===== config.mk =====
export PLATFORM = sky130hd
export DESIGN_NAME = serial_payload_collector
export DESIGN_NICKNAME = d
export VERILOG_FILES = /design/src/rtl/serial_payload_collector.sv
export SDC_FILE = /design/constraint.sdc
export NUM_CORES = 1
export LEC_CHECK = 0
export CAP_MARGIN = 20
export CORE_AREA = 2 2 55 57
export CTS_CLUSTER_SIZE = 30
export DETAILED_ROUTE_END_ITERATION = 8
export DIE_AREA = 0 0 57 59
export PLACE_DENSITY = 0.57
export SLEW_MARGIN = 20
export SYNTH_ARGS = -nofsm -noshare
export SYNTH_HDL_FRONTEND = slang
export SYNTH_SLANG_ARGS = --single-unit

===== constraint.sdc =====
create_clock -name clk -period 3.5 [get_ports clk]
set_input_delay 0.35 -clock clk [delete_from_list [all_inputs] [get_ports clk]]
set_output_delay 0.35 -clock clk [all_outputs]
set_load 0.02 [all_outputs]

===== src/rtl/serial_payload_collector.sv =====
// rtl/serial_payload_collector.sv - deserialises port address and payload length after a start sequence, steers payload bits to one of 2**ADDR_W ports
module serial_payload_collector #(
  parameter int ADDR_W = 2,
  parameter int CNT_W  = 4
) (
  input  logic                   clk,
  input  logic                   rst,
  input  logic                   ser_in,
  input  logic                   collect_valid,
  output logic                   detect,
  output logic [ADDR_W-1:0]      port_num,
  output logic                   data_out,
  output logic [2**ADDR_W-1:0]   out_valid,
  output logic [CNT_W-1:0]       cnt_left,
  output logic                   busy
);

  localparam int FLD_MAX = (ADDR_W > CNT_W) ? ADDR_W : CNT_W;
  localparam int BC_W    = $clog2(FLD_MAX + 1);

  localparam logic [2:0] S_IDLE = 3'd0;
  localparam logic [2:0] S_ADDR = 3'd1;
  localparam logic [2:0] S_LEN  = 3'd2;
  localparam logic [2:0] S_DATA = 3'd3;
  localparam logic [2:0] S_DONE = 3'd4;

  localparam logic [BC_W-1:0] ADDR_LAST = BC_W'(ADDR_W - 1);
  localparam logic [BC_W-1:0] LEN_LAST  = BC_W'(CNT_W - 1);

  logic [2:0]       state;
  logic [BC_W-1:0]  bit_cnt;
  logic [CNT_W-1:0] len_next;

  // port_num and cnt_left double as the shift registers while their fields arrive
  assign len_next = CNT_W'({cnt_left, ser_in});

  always_ff @(posedge clk or negedge rst) begin
    if (!rst) begin
      state    <= S_IDLE;
      bit_cnt  <= '0;
      port_num <= '0;
      cnt_left <= '0;
    end else begin
      case (state)
        S_IDLE: begin
          if (collect_valid) begin
            state   <= S_ADDR;
            bit_cnt <= '0;
          end
        end
        S_ADDR: begin
          port_num <= ADDR_W'({port_num, ser_in});
          if (bit_cnt == ADDR_LAST) begin
            bit_cnt <= '0;
            state   <= S_LEN;
          end else begin
            bit_cnt <= bit_cnt + BC_W'(1);
          end
        end
        S_LEN: begin
          cnt_left <= len_next;
          if (bit_cnt == LEN_LAST) begin
            bit_cnt <= '0;
            state   <= (len_next == '0) ? S_DONE : S_DATA;
          end else begin
            bit_cnt <= bit_cnt + BC_W'(1);
          end
        end
        S_DATA: begin
          cnt_left <= cnt_left - CNT_W'(1);
          if (cnt_left == CNT_W'(1)) begin
            state <= S_DONE;
          end
        end
        S_DONE: begin
          state <= S_IDLE;
        end
        default: begin
          state <= S_IDLE;
        end
      endcase
    end
  end

  // decoded from state so an asynchronous reset clears out_valid at once
  always_comb begin
    out_valid = '0;
    if (state == S_DATA) begin
      out_valid[port_num] = 1'b1;
    end
  end

  assign data_out = ser_in;
  assign detect   = (state == S_DONE);
  assign busy     = (state != S_IDLE);

endmodule


==> results.json, run 1 <==
{
  "globalplace.congestion": 0.689,
  "nFillCells": 294,
  "rows": 19,
  "path_clk_slew_ps": 90,
  "status": "completed",
  "grt_pass1_wl_mm": 3.24,
  "worst_slack_ps": 935,
  "yosysSeqAreaShare_pct": 36.3,
  "drt_wl_total_mm": 1.87,
  "cts_tree": "yes",
  "worstPathMaxFanout": 19,
  "clock_skew_ps": 6.37,
  "hold_violations": 0,
  "cts_sinks": 12,
  "track_usage_pct": 12.7,
  "synth_area_um2": 828,
  "coreArea_um2": 2710,
  "critPathArrivalTime_ps": 2210,
  "drt-wirelength-per-cell_um": 14.3,
  "synth_top_area_share_pct": 36.3,
  "antenna_found_initial": 0,
  "startpoint_type": "register",
  "pre_cts_ws_ps": 1240,
  "vias": 686,
  "syn_to_final_growth_pct": 24.8,
  "synth_seq_cells": 12,
  "report.final.slew_viol_count": 0,
  "fmax_mhz": 390,
  "synthCells": 85,
  "syn_nets": 95,
  "placed_cells": 127,
  "power.density_nw_per_um2": 972,
  "drive_above_1_share_pct": 10.0,
  "final_cell_mix": "clkdlybuf4s50_1, dfrtp_1, inv_1, nor2_1, ha_1",
  "syn_avg_cell_area_um2": 9.74,
  "final_cells": 131,
  "critPathKind": "register to output pin",
  "cts_inserted_buffers": 3,
  "cts.repair.resized": 0,
  "cp-end-kind": "output pin",
  "cellLeakagePower_uw": 0.000428,
  "dr.pass1.iters": 2,
  "clock_latency_ps": 290,
  "fp.dieArea_um2": 3360,
  "ant_nets": 0,
  "fin_crit_sh_pct": 73.3,
  "initial_core_util_pct": 30.6,
  "root_buffer": "clkbuf_4",
  "drt_iter0_markers": 21,
  "htreeDepth": 1,
  "nets": 111,
  "synth_cell_types": 39,
  "worst_pin_slew_ps": 582,
  "maxCapViolCount": 0,
  "fin_crit_ps": 2560,
  "hold_ws_ps": 427,
  "synth_top_cell_by_area": "dfrtp_1",
  "rsz0062_at_grt": "no",
  "required_ps": 3150,
  "ir_worst_vdd_mv": 0.427,
  "cts_hold_buf": 0,
  "port_buffers": 16,
  "max_slew_margin_pct": 61.1,
  "dieHeight_um": 59,
  "synthTopCellsByArea": "dfrtp_1, ha_1, inv_1",
  "yosysWarningCount": 0,
  "post_cts_buffers": 0,
  "grt_max_degree": 20,
  "dp_hpwl_mm": 1.33,
  "die_x_um": 57,
  "utilization_pct": 38.1,
  "final_common_cell": "clkdlybuf4s50_1",
  "num_antenna_cells": 0,
  "grt_pass1_vias": 705,
  "setup_viol_count_final": 0,
  "overflow": 0,
  "drc_errors": 0,
  "tns_ps": 0,
  "clockBufferDepth": 2,
  "ios": 17,
  "via_per_inst": 5.24,
  "hold_path.class": "primary input to async pin"
}
worst paths after layout:
path,from,end,slack [ps],cells after the start
max in group asynchronous,rst,cnt_left[0]$_DFFE_PN0P_,2690,1
setup reg to reg,state[0]$_DFFE_PN0P_,port_num[1]$_DFFE_PN0P_,1940,3
setup / recovery,state[0]$_DFFE_PN0P_,out_valid[2],940,3
hold / removal,rst,bit_cnt[2]$_DFFE_PN0P_,430,1
min in group clk,bit_cnt[1]$_DFFE_PN0P_,bit_cnt[1]$_DFFE_PN0P_,580,2
hold reg to reg,bit_cnt[1]$_DFFE_PN0P_,bit_cnt[1]$_DFFE_PN0P_,580,2
stage by stage:
step                      total power (uW)  cell area (um^2)
after detailed placement               894               997
after global placement                 876               997
after global routing                  1100              1030
after CTS                             1010              1030
final                                 1000              1030
after floorplan                        711               828
routing by layer:
metal	up-vias	track usage, %	part of all wire, %	wire length [um]
met3	5	3.28	4.5	84
li1	335	-	-	-
met1	330	15.8	49	924
met2	16	20.7	44	826
met4	0	5.98	1.8	34
met5	-	0	0	0
cells by family after synthesis:
logic type	Yosys count	share of synthesized area (%)
flip-flops	12	36.3
multiplexers	4	5.29
adder cells (fa/ha/maj)	6	9.06
AND/OR/NAND/NOR	31	26.3
AO/OA/AOI/OAI	20	16.3
buffers and inverters	12	6.80
synthesized netlist by cell type (all sizes together):
cell type,count
nor4,1
nand3b,1
dfrtp,12
o221ai,1
nor2,7
or2,1
or3,2
nand4b,1
ha,6
inv,7
nor3,2
a21oi,4
nand2,2
nor3b,4
o22ai,1
buf,5
mux2,3
nor2b,1
a211oi,2
mux2i,1
a211o,1
o21ai,6
o31ai,2
nand3,2
o32ai,1
o22a,1
and4,1
a2111oi,1
or4b,1
nor4b,1
and2b,1
nand2b,3
layout make-up:
class	instances	area (um^2)	share of cell area [%]
clock buffers	4	36.3	3.51
inverters	7	26.3	2.54
multi-input cells	61	472	45.6
flip-flops and latches	12	300	29.1
well taps	31	38.8	3.75
repair buffers	16	160	15.5
worst max-delay path: stages, from the launching register on:
cell	delay [ps]
dfrtp_1	720
nand3b_1	280
nor3b_1	270
clkdlybuf4s50_1	650
state kept, by name, indices dropped and copies added (netlist names):
register,flops
bit_cnt,3
state,3
port_num,2
cnt_left,4
report_power, final:
part | switching (uW) | total, uW | internal (uW) | leakage [uW]
registers | 155 | 360 | 205 | 0.000148
clock network | 53.7 | 117 | 63.4 | 0.0000210
logic | 251 | 528 | 276 | 0.000260
total | 460 | 1000 | 545 | 0.000428
(Power assumes the default switching activity.)
==> inputs of run 2 (changes only) <==
- clock period: 3.5 -> 2.4 ns (I/O delays scaled with it)
==> run 2 against run 1 <==
  * Non-clock buffer count up 2
  * Worst setup slack got worse by 790 ps
  * Global-route usage is 0.73 points lower
  * Utilization about the same
  * First-iteration DRC count up 76%
  * Sequential share of layout area about the same
  * Critical path depth stayed put
  * Cell count increased by 0.76%
  * Total power up 43%
  * Combinational power grew 60%
  * Count of clock-buffer cells in the layout shrank 1
  * Largest cell class unchanged
  * Largest power group unchanged
  * Highest routed layer unchanged
==> results.json, run 2 (same netlist as run 1, synthesis figures left out) <==
{
  "status": "completed",
  "maxCapViolCount": 0,
  "cts_sinks": 12,
  "post_cts_buffers": 0,
  "crit_family": "buffers and inverters",
  "ios": 17,
  "initial_core_util_pct": 30.6,
  "cp-end-kind": "output pin",
  "cellLeakagePower_uw": 0.000431,
  "die_x_um": 57,
  "crit_start": "state[2]$_DFFE_PN0P_",
  "syn_to_final_growth_pct": 24.9,
  "port_buffers": 16,
  "overflow": 0,
  "nFillCells": 287,
  "critPathKind": "register to output pin",
  "grt.met3_usage_pct": 4.59,
  "power.total_uw": 1440,
  "cts.repair.resized": 0,
  "critPathSlowestCell": "clkdlybuf4s50_1",
  "ir_worst_vdd_mv": 0.550,
  "rsz0062_at_grt": "no",
  "fin_crit_ps": 2260,
  "fmax_mhz": 443,
  "drt_iter0_markers": 37,
  "num_antenna_cells": 0,
  "drt-wirelength-per-cell_um": 13.8,
  "clock_latency_ps": 270,
  "required_ps": 2160,
  "path_buf_inv": 1,
  "cts_tree": "yes",
  "met2_usage_pct": 18.2,
  "critPathArrivalTime_ps": 2020,
  "antenna_found_initial": 0,
  "ant_nets": 0,
  "grt_max_degree": 18,
  "drc_errors": 0,
  "power.density_nw_per_um2": 1390,
  "worst_pin_slew_ps": 574,
  "top_register": "cnt_left",
  "final_common_cell": "clkdlybuf4s50_1",
  "root_buffer": "clkbuf_4",
  "dp_hpwl_mm": 1.34,
  "final_cell_mix": "clkdlybuf4s50_1, dfrtp_1, inv_1, nor2_1, ha_1",
  "dr.pass1.iters": 4,
  "dieHeight_um": 59,
  "utilization_pct": 38.2,
  "nets": 113,
  "setup_viol_count_final": 0,
  "hold_violations": 0,
  "report.final.slew_viol_count": 0,
  "clockBufferDepth": 2,
  "busiest_layer": "met2",
  "hold_path.class": "primary input to async pin",
  "cts_hold_buf": 0,
  "htreeDepth": 1,
  "coreArea_um2": 2710,
  "grt_use_met1_pct": 15.3,
  "max_stage_delay_ps": 640,
  "worstPathMaxFanout": 17,
  "cp_cell_sequence": "nand3b_1, nor3b_1, clkdlybuf4s50_1",
  "clock_skew_ps": 1.17,
  "path_clk_slew_ps": 70,
  "fin_crit_sh_pct": 94.0,
  "largestRegisters": "cnt_left x4, bit_cnt x3, state x3",
  "largest_reg_flops": 4,
  "globalplace.congestion": 0.769,
  "drt_wl_total_mm": 1.83,
  "vias": 699,
  "grt_pass1_vias": 655,
  "rows": 19,
  "fp.dieArea_um2": 3360,
  "tns_ps": 0,
  "cts_inserted_buffers": 3,
  "track_usage_pct": 12.0,
  "r2r-start": "state[0]$_DFFE_PN0P_",
  "grt_pass1_wl_mm": 3.03,
  "startpoint_type": "register",
  "drive_above_1_share_pct": 10.9,
  "via_per_inst": 5.30,
  "max_slew_margin_pct": 61.6
}
[run 2: layout make-up]
cell class	count	area, um^2	share of cell area (%)
Inverter	7	26.3	2.54
Clock buffer	3	22.5	2.18
Tap cell	31	38.8	3.75
Sequential cell	12	300	29.0
Multi-Input combinational cell	61	472	45.6
Timing Repair Buffer	18	175	16.9
[run 2: worst paths after layout]
kind,cells after the start,end,slack [ps]
worst max-delay path,3,out_valid[1],140
worst min-delay path,1,state[1]$_DFFE_PN0P_,330
worst max register to register,4,port_num[1]$_DFFE_PN0P_,880
worst min register to register,2,bit_cnt[1]$_DFFE_PN0P_,560
max in group asynchronous,1,cnt_left[2]$_DFFE_PN0P_,1700
min in group clk,2,bit_cnt[1]$_DFFE_PN0P_,560
[run 2: per-layer routing]
layer / part of all wire (%) / up-vias
met3: 6.2 / 2
met5: 0 / -
met2: 43 / 23
met4: 1.3 / 0
li1: - / 336
met1: 49 / 338
[run 2: where the power goes]
group / switching [uW] / internal (uW) / total (uW)
Combinational: 423 / 421 / 843
Sequential: 171 / 301 / 472
Clock: 66.4 / 58.1 / 125
Total: 660 / 779 / 1440
[run 2: per-stage QoR]
| stage | hold WS [ps] | cell area, um^2 | std cells | setup WS (ps) |
|---|---|---|---|---|
| finish | 332 | 1030 | 132 | 144 |
| global route | 352 | 1030 | 132 | 39.6 |
| CTS | 341 | 1030 | 132 | 150 |
| detailed placement | 552 | 1010 | 129 | 450 |
| global placement | 540 | 1010 | 129 | 505 |
| floorplan | -55.6 | 828 | 85 | 943 |
